==> src/rtl/addsub_pkg.sv <==
// Shared types and constants for the sequential adder/subtractor.
package addsub_pkg;

  typedef enum logic [1:0] {
    StIdle,
    StRun,
    StDone
  } state_e;

  localparam logic OP_ADD = 1'b0;
  localparam logic OP_SUB = 1'b1;

endpackage

==> src/rtl/addsub_seq_if.sv <==
// Start/ready/done handshake plus operand and result bundle for addsub_seq.
interface addsub_seq_if #(
  parameter int unsigned N = 8
) ();

  logic         start;
  logic         op;
  logic [N-1:0] a;
  logic [N-1:0] b;
  logic         ready;
  logic         done;
  logic [N-1:0] result;
  logic         cout;
  logic         zero;
  logic         neg;
  logic         ovf;

  modport master (
    output start, op, a, b,
    input  ready, done, result, cout, zero, neg, ovf
  );

  modport slave (
    input  start, op, a, b,
    output ready, done, result, cout, zero, neg, ovf
  );

endinterface

==> src/rtl/addsub_slice.sv <==
// Combinational W-bit ripple-carry adder; also reports the carry into its top bit.
module addsub_slice #(
  parameter int unsigned W = 2
) (
  input  logic [W-1:0] a_i,
  input  logic [W-1:0] b_i,
  input  logic         cin_i,
  output logic [W-1:0] s_o,
  output logic         cout_o,
  output logic         c_msb_in_o
);

  always_comb begin
    logic c;
    c          = cin_i;
    c_msb_in_o = cin_i;
    s_o        = '0;
    for (int i = 0; i < W; i++) begin
      if (i == W - 1) c_msb_in_o = c;
      s_o[i] = a_i[i] ^ b_i[i] ^ c;
      c      = (a_i[i] & b_i[i]) | (c & (a_i[i] ^ b_i[i]));
    end
    cout_o = c;
  end

endmodule

==> src/rtl/addsub_seq.sv <==
// Multi-cycle N-bit adder/subtractor: one CHUNK-bit slice per clock, LSB first,
// with registered result and carry/zero/negative/overflow flags.
module addsub_seq
  import addsub_pkg::*;
#(
  parameter int unsigned N     = 8,
  parameter int unsigned CHUNK = 2
) (
  input logic           clk,
  input logic           rst,
  addsub_seq_if.slave   bus_io
);

  localparam int unsigned K    = N / CHUNK;
  localparam int unsigned IdxW = (K > 1) ? $clog2(K) : 1;
  localparam logic [IdxW-1:0] LastIdx = IdxW'(K - 1);

  if ((N < 2) || (CHUNK < 1) || (CHUNK > N) || ((N % CHUNK) != 0)) begin : g_param_check
    $error("addsub_seq: N must be >= 2 and a multiple of CHUNK, 1 <= CHUNK <= N");
  end

  state_e          state_q, state_d;
  logic [N-1:0]    a_q, a_d, b_q, b_d, sum_q, sum_d, result_q, result_d;
  logic [IdxW-1:0] idx_q, idx_d;
  logic            carry_q, carry_d;
  logic            ready_q, ready_d, done_q, done_d;
  logic            cout_q, cout_d, zero_q, zero_d, neg_q, neg_d, ovf_q, ovf_d;

  logic [CHUNK-1:0] sl_s;
  logic             sl_cout, sl_cmsb;

  // Operands shift right each RUN cycle so the active slice always sits at bit 0.
  addsub_slice #(
    .W (CHUNK)
  ) u_slice (
    .a_i        (a_q[CHUNK-1:0]),
    .b_i        (b_q[CHUNK-1:0]),
    .cin_i      (carry_q),
    .s_o        (sl_s),
    .cout_o     (sl_cout),
    .c_msb_in_o (sl_cmsb)
  );

  always_comb begin
    state_d  = state_q;
    a_d      = a_q;
    b_d      = b_q;
    sum_d    = sum_q;
    idx_d    = idx_q;
    carry_d  = carry_q;
    result_d = result_q;
    cout_d   = cout_q;
    zero_d   = zero_q;
    neg_d    = neg_q;
    ovf_d    = ovf_q;
    done_d   = 1'b0;

    unique case (state_q)
      StIdle: begin
        if (bus_io.start) begin
          a_d     = bus_io.a;
          b_d     = (bus_io.op == OP_ADD) ? bus_io.b : ~bus_io.b;
          carry_d = (bus_io.op == OP_SUB);
          sum_d   = '0;
          idx_d   = '0;
          state_d = StRun;
        end
      end
      StRun: begin
        a_d     = a_q >> CHUNK;
        b_d     = b_q >> CHUNK;
        carry_d = sl_cout;
        // New slice enters at the top; after K shifts slice 0 lands at bit 0.
        sum_d   = (sum_q >> CHUNK) | (N'(sl_s) << (N - CHUNK));
        idx_d   = idx_q + 1'b1;
        if (idx_q == LastIdx) begin
          result_d = sum_d;
          cout_d   = sl_cout;
          zero_d   = (sum_d == '0);
          neg_d    = sum_d[N-1];
          ovf_d    = sl_cout ^ sl_cmsb;
          done_d   = 1'b1;
          state_d  = StDone;
        end
      end
      StDone: begin
        state_d = StIdle;
      end
      default: begin
        state_d = StIdle;
      end
    endcase

    ready_d = (state_d == StIdle);
  end

  always_ff @(posedge clk) begin
    if (rst) begin
      state_q  <= StIdle;
      a_q      <= '0;
      b_q      <= '0;
      sum_q    <= '0;
      idx_q    <= '0;
      carry_q  <= 1'b0;
      result_q <= '0;
      cout_q   <= 1'b0;
      zero_q   <= 1'b0;
      neg_q    <= 1'b0;
      ovf_q    <= 1'b0;
      ready_q  <= 1'b1;
      done_q   <= 1'b0;
    end else begin
      state_q  <= state_d;
      a_q      <= a_d;
      b_q      <= b_d;
      sum_q    <= sum_d;
      idx_q    <= idx_d;
      carry_q  <= carry_d;
      result_q <= result_d;
      cout_q   <= cout_d;
      zero_q   <= zero_d;
      neg_q    <= neg_d;
      ovf_q    <= ovf_d;
      ready_q  <= ready_d;
      done_q   <= done_d;
    end
  end

  assign bus_io.ready  = ready_q;
  assign bus_io.done   = done_q;
  assign bus_io.result = result_q;
  assign bus_io.cout   = cout_q;
  assign bus_io.zero   = zero_q;
  assign bus_io.neg    = neg_q;
  assign bus_io.ovf    = ovf_q;

endmodule

==> src/flat_wrapper.sv <==
// flat-port wrapper written by rule: the top's interface ports become plain ports
module addsub_seq_flat import addsub_pkg::*;
#(
  parameter int unsigned N     = 8,
  parameter int unsigned CHUNK = 2
)
  (clk, rst, bus_io_start, bus_io_op, bus_io_a, bus_io_b, bus_io_ready, bus_io_done, bus_io_result, bus_io_cout, bus_io_zero, bus_io_neg, bus_io_ovf);
  addsub_seq_if #(.N(N)) bus_io_i ();
  input logic clk;
  input logic rst;
  input wire logic [$bits(bus_io_i.start)-1:0] bus_io_start;
  input wire logic [$bits(bus_io_i.op)-1:0] bus_io_op;
  input wire logic [$bits(bus_io_i.a)-1:0] bus_io_a;
  input wire logic [$bits(bus_io_i.b)-1:0] bus_io_b;
  output wire logic [$bits(bus_io_i.ready)-1:0] bus_io_ready;
  output wire logic [$bits(bus_io_i.done)-1:0] bus_io_done;
  output wire logic [$bits(bus_io_i.result)-1:0] bus_io_result;
  output wire logic [$bits(bus_io_i.cout)-1:0] bus_io_cout;
  output wire logic [$bits(bus_io_i.zero)-1:0] bus_io_zero;
  output wire logic [$bits(bus_io_i.neg)-1:0] bus_io_neg;
  output wire logic [$bits(bus_io_i.ovf)-1:0] bus_io_ovf;
  assign bus_io_i.start = bus_io_start;
  assign bus_io_i.op = bus_io_op;
  assign bus_io_i.a = bus_io_a;
  assign bus_io_i.b = bus_io_b;
  assign bus_io_ready = bus_io_i.ready;
  assign bus_io_done = bus_io_i.done;
  assign bus_io_result = bus_io_i.result;
  assign bus_io_cout = bus_io_i.cout;
  assign bus_io_zero = bus_io_i.zero;
  assign bus_io_neg = bus_io_i.neg;
  assign bus_io_ovf = bus_io_i.ovf;
  addsub_seq #(.N(N), .CHUNK(CHUNK)) u_core (.clk(clk), .rst(rst), .bus_io(bus_io_i));
endmodule
==> config.mk <==
export PLATFORM = sky130hd
export DESIGN_NAME = addsub_seq_flat
export DESIGN_NICKNAME = d
export VERILOG_FILES = /design/src/rtl/addsub_pkg.sv /design/src/rtl/addsub_seq_if.sv /design/src/rtl/addsub_slice.sv /design/src/rtl/addsub_seq.sv /design/src/flat_wrapper.sv
export SDC_FILE = /design/constraint.sdc
export NUM_CORES = 1
export LEC_CHECK = 0
export BUFFER_PORTS_ARGS = -buffer_cell sky130_fd_sc_hd__buf_4
export CAP_MARGIN = 20
export CORE_MARGIN = 1
export CORE_UTILIZATION = 48
export CTS_CLUSTER_DIAMETER = 100
export DETAILED_ROUTE_END_ITERATION = 8
export PLACE_DENSITY = 0.79
export SKIP_LAST_GASP = 1
export SYNTH_ARGS = -nofsm -noshare
export SYNTH_HDL_FRONTEND = slang
export SYNTH_SLANG_ARGS = --single-unit
export TNS_END_PERCENT = 30
==> constraint.sdc <==
create_clock -name clk -period 1.8 [get_ports clk]
set_input_delay 0.45 -clock clk [delete_from_list [all_inputs] [get_ports clk]]
set_output_delay 0.45 -clock clk [all_outputs]
set_load 0.02 [all_outputs]
==> reports/qor.yml <==
outcome: "complete, but fails checks"
violations: "negative setup slack"
dp_hpwl_um: 2330
gp_congestion: 0.752
antenna_found_initial: 0
tritoncts: "done"
slew_headroom_pct: 71.3
routedWlPerCell_um: 12.5
hold_viol: 0
critPathLaunchType: "register"
core-area_um2: 3360
path_delay_family: "adder cells"
rsz0062_at_grt: "true"
drc: 0
syn_inst: 180
fp-row-count: 21
grt_pass1_vias: 1235
hold_path_startpoint: "bus_io_a[6]"
ctsHoldBuffers: 0
ys_seq_area_share_pct: 47.3
htreeDepth: 2
crit_buf_inv: 1
synth_cell_type_count: 32
cts-root-buf: "clkbuf_4"
synth_top_family_by_area: "compound AO/OA/AOI/OAI gates"
maxCapViolCount: 0
final.min_clock_period_ns: 1.81
critical_path.cell_chain: "inv_1 -> fa_2 -> fa_1 -> nor4bb_2 -> nand3_1 -> a21oi_1"
layout_commonest_cell: "buf_4"
antenna_cells: 0
p_total_mw: 1.83
drt_iter0_drc: 91
synth_enable_flop_cells: 0
synth_seq_cells: 40
worstHoldPathType: "in -> reg"
mappedNetlistArea_um2: 1690
setup_violations: 1
clkTransAtPathRegs_ns: 0.12
synth.area.mux_share_pct: 0.591
pin_count: 34
drtAntennaViolNets: 0
dr_wl_met2_um: 1600
avgSynthCellArea_um2: 9.41
drive_gt1_share_pct: 28.1
cp.arrival_ns: 2.10
drv_slew: 0
portBuffers: 33
power_leakage_nw: 0.832
final_cells: 263
multi_input_area_um2: 798
synth_xor_area_share_pct: 4.65
wl_met1_um: 1520
synthFlopType: "dfxtp_1"
die_h_um: 61.4
die-area_um2: 3770
dr_total_vias: 1381
die_w_um: 61.4
max_freq_mhz: 551
vias_per_cell: 5.25
gr-usage-all-layers_pct: 20.0
initial_core_util_pct: 50.4
fill_cells: 318
clock_path_buffers: 2
place_inst: 255
clock_latency_ns: 0.34
grt-ovfl-total: 0
synthArstFlopShare_pct: 0
seqCellArea_um2: 801
worstSetupPathType: "reg -> reg"
crit_start: "u_core.carry_q"
skew_ns: 0.00752
grt_max_degree: 40
synth-compound-area-share_pct: 21.9
peakVddDrop_mv: 0.471
period_share_pct: 101
area_growth_syn_to_layout_pct: 22.7
slowest_stage: "fa_1"
timing.final.ws_setup_ns: -0.0146
synthesis.nets: 203
yosysWarningCount: 0
top_layer_used: "met4"
layout_common_cells: "42 x buf_4, 40 x dfxtp_1, 37 x nor2_1"
critPathMaxStageDelay_ns: 0.52
drt_pre_antenna_iters: 4
tightest_slew_ns: 0.431
drt-total-wl_um: 3290
cp_max_fo: 2
r2r_start: "u_core.carry_q"
synth-adder-area-share_pct: 3.10
cp-end-kind: "register"
cts_sinks: 40
grt_pass1_wl_um: 5430
pwr_density_cell_nw_per_um2: 878
yosys.area_share.simple_pct: 16.3
dr_wl_met3_um: 149
final_nets: 239
numCtsBuffers: 5
worstPathRequired_ns: 2.09
-- synth_stat cells, types with 3 or more instances --
cell type / n / area share (%)
a221oi_1: 3 / 1.6
a21oi_1: 10 / 3.0
a2111oi_2: 6 / 5.3
clkbuf_1: 4 / 0.89
nor2_1: 37 / 8.2
a211oi_1: 8 / 3.5
nand2b_1: 3 / 1.1
buf_2: 5 / 1.5
a22oi_1: 9 / 4.0
xnor2_1: 7 / 3.6
nand2_1: 15 / 3.3
inv_1: 7 / 1.6
dfxtp_1: 40 / 47
-- state kept, by name (all words and copies together) (netlist names) --
signal / count
u_core.bus_io.ovf: 1
u_core.bus_io.result: 8
u_core.bus_io.done: 1
u_core.idx_q: 2
u_core.carry_q: 1
u_core.bus_io.zero: 1
u_core.state_q: 2
u_core.a_q: 8
u_core.sum_q: 6
u_core.bus_io.cout: 1
u_core.b_q: 8
u_core.bus_io.ready: 1
-- metal layers --
metal,global-route usage (%),vias to the layer above
li1,-,694
met1,24.9,645
met2,32.9,40
met3,5.67,2
met4,7.62,0
met5,0,-
-- power breakdown --
part	internal [mW]	total [mW]	switching, mW
registers	0.927	0.954	0.0266
logic	0.147	0.283	0.136
clock network	0.290	0.589	0.299
-- area by class of cell --
class,count,share of cell area (%)
inverter,7,1.26
multi-input combinational,120,38.4
timing repair buffer,42,15.2
clock buffer,5,1.81
clock inverter,3,2.05
tap,46,2.77
sequential,40,38.5
-- per-stage QoR --
step	hold WS (ns)	TNS (ns)	cell area (µm²)	util, %	setup WS [ns]
after floorplan	0.445	0	1690	-	0.0143
after global placement	0.443	0	1990	59.2	0.00923
after detailed placement	0.448	-0.0632	1990	59.2	-0.0385
after CTS	0.314	0	2070	61.6	0.00873
after global routing	0.331	-0.259	2080	61.8	-0.104
final	0.334	-0.0146	2080	61.8	-0.0146
-- worst min-delay path: stages --
cell and delay [ns]:
buf_4 0.07, a22oi_1 0.05, nor2_1 0.07
-- worst paths after layout --
path / to / slack (ns) / cells past startpoint
min reg2reg: u_core.bus_io.result[2] / 0.46 / 2
max reg2reg: u_core.bus_io.zero / -0.01 / 6
max: u_core.bus_io.zero / -0.01 / 6
min: u_core.a_q[6] / 0.33 / 3
-- cells by family (layout without fill, tap and decap cells) --
group / count (synthesis) / in the layout
compound gates: 45 / 45
simple gates: 62 / 62
flops: 40 / 40
fa+ha+maj: 3 / 3
buf+inv: 20 / 57
mux: 1 / 1
xor+xnor: 9 / 9
-- what timing repair did --
item,CTS,global route
buffers inserted,0,0
endpoints found under the setup margin,3,3
gates resized for setup,1,1
endpoints found under the hold margin,0,0
pin swaps,0,0
Power figures use the tool's default switching activity.
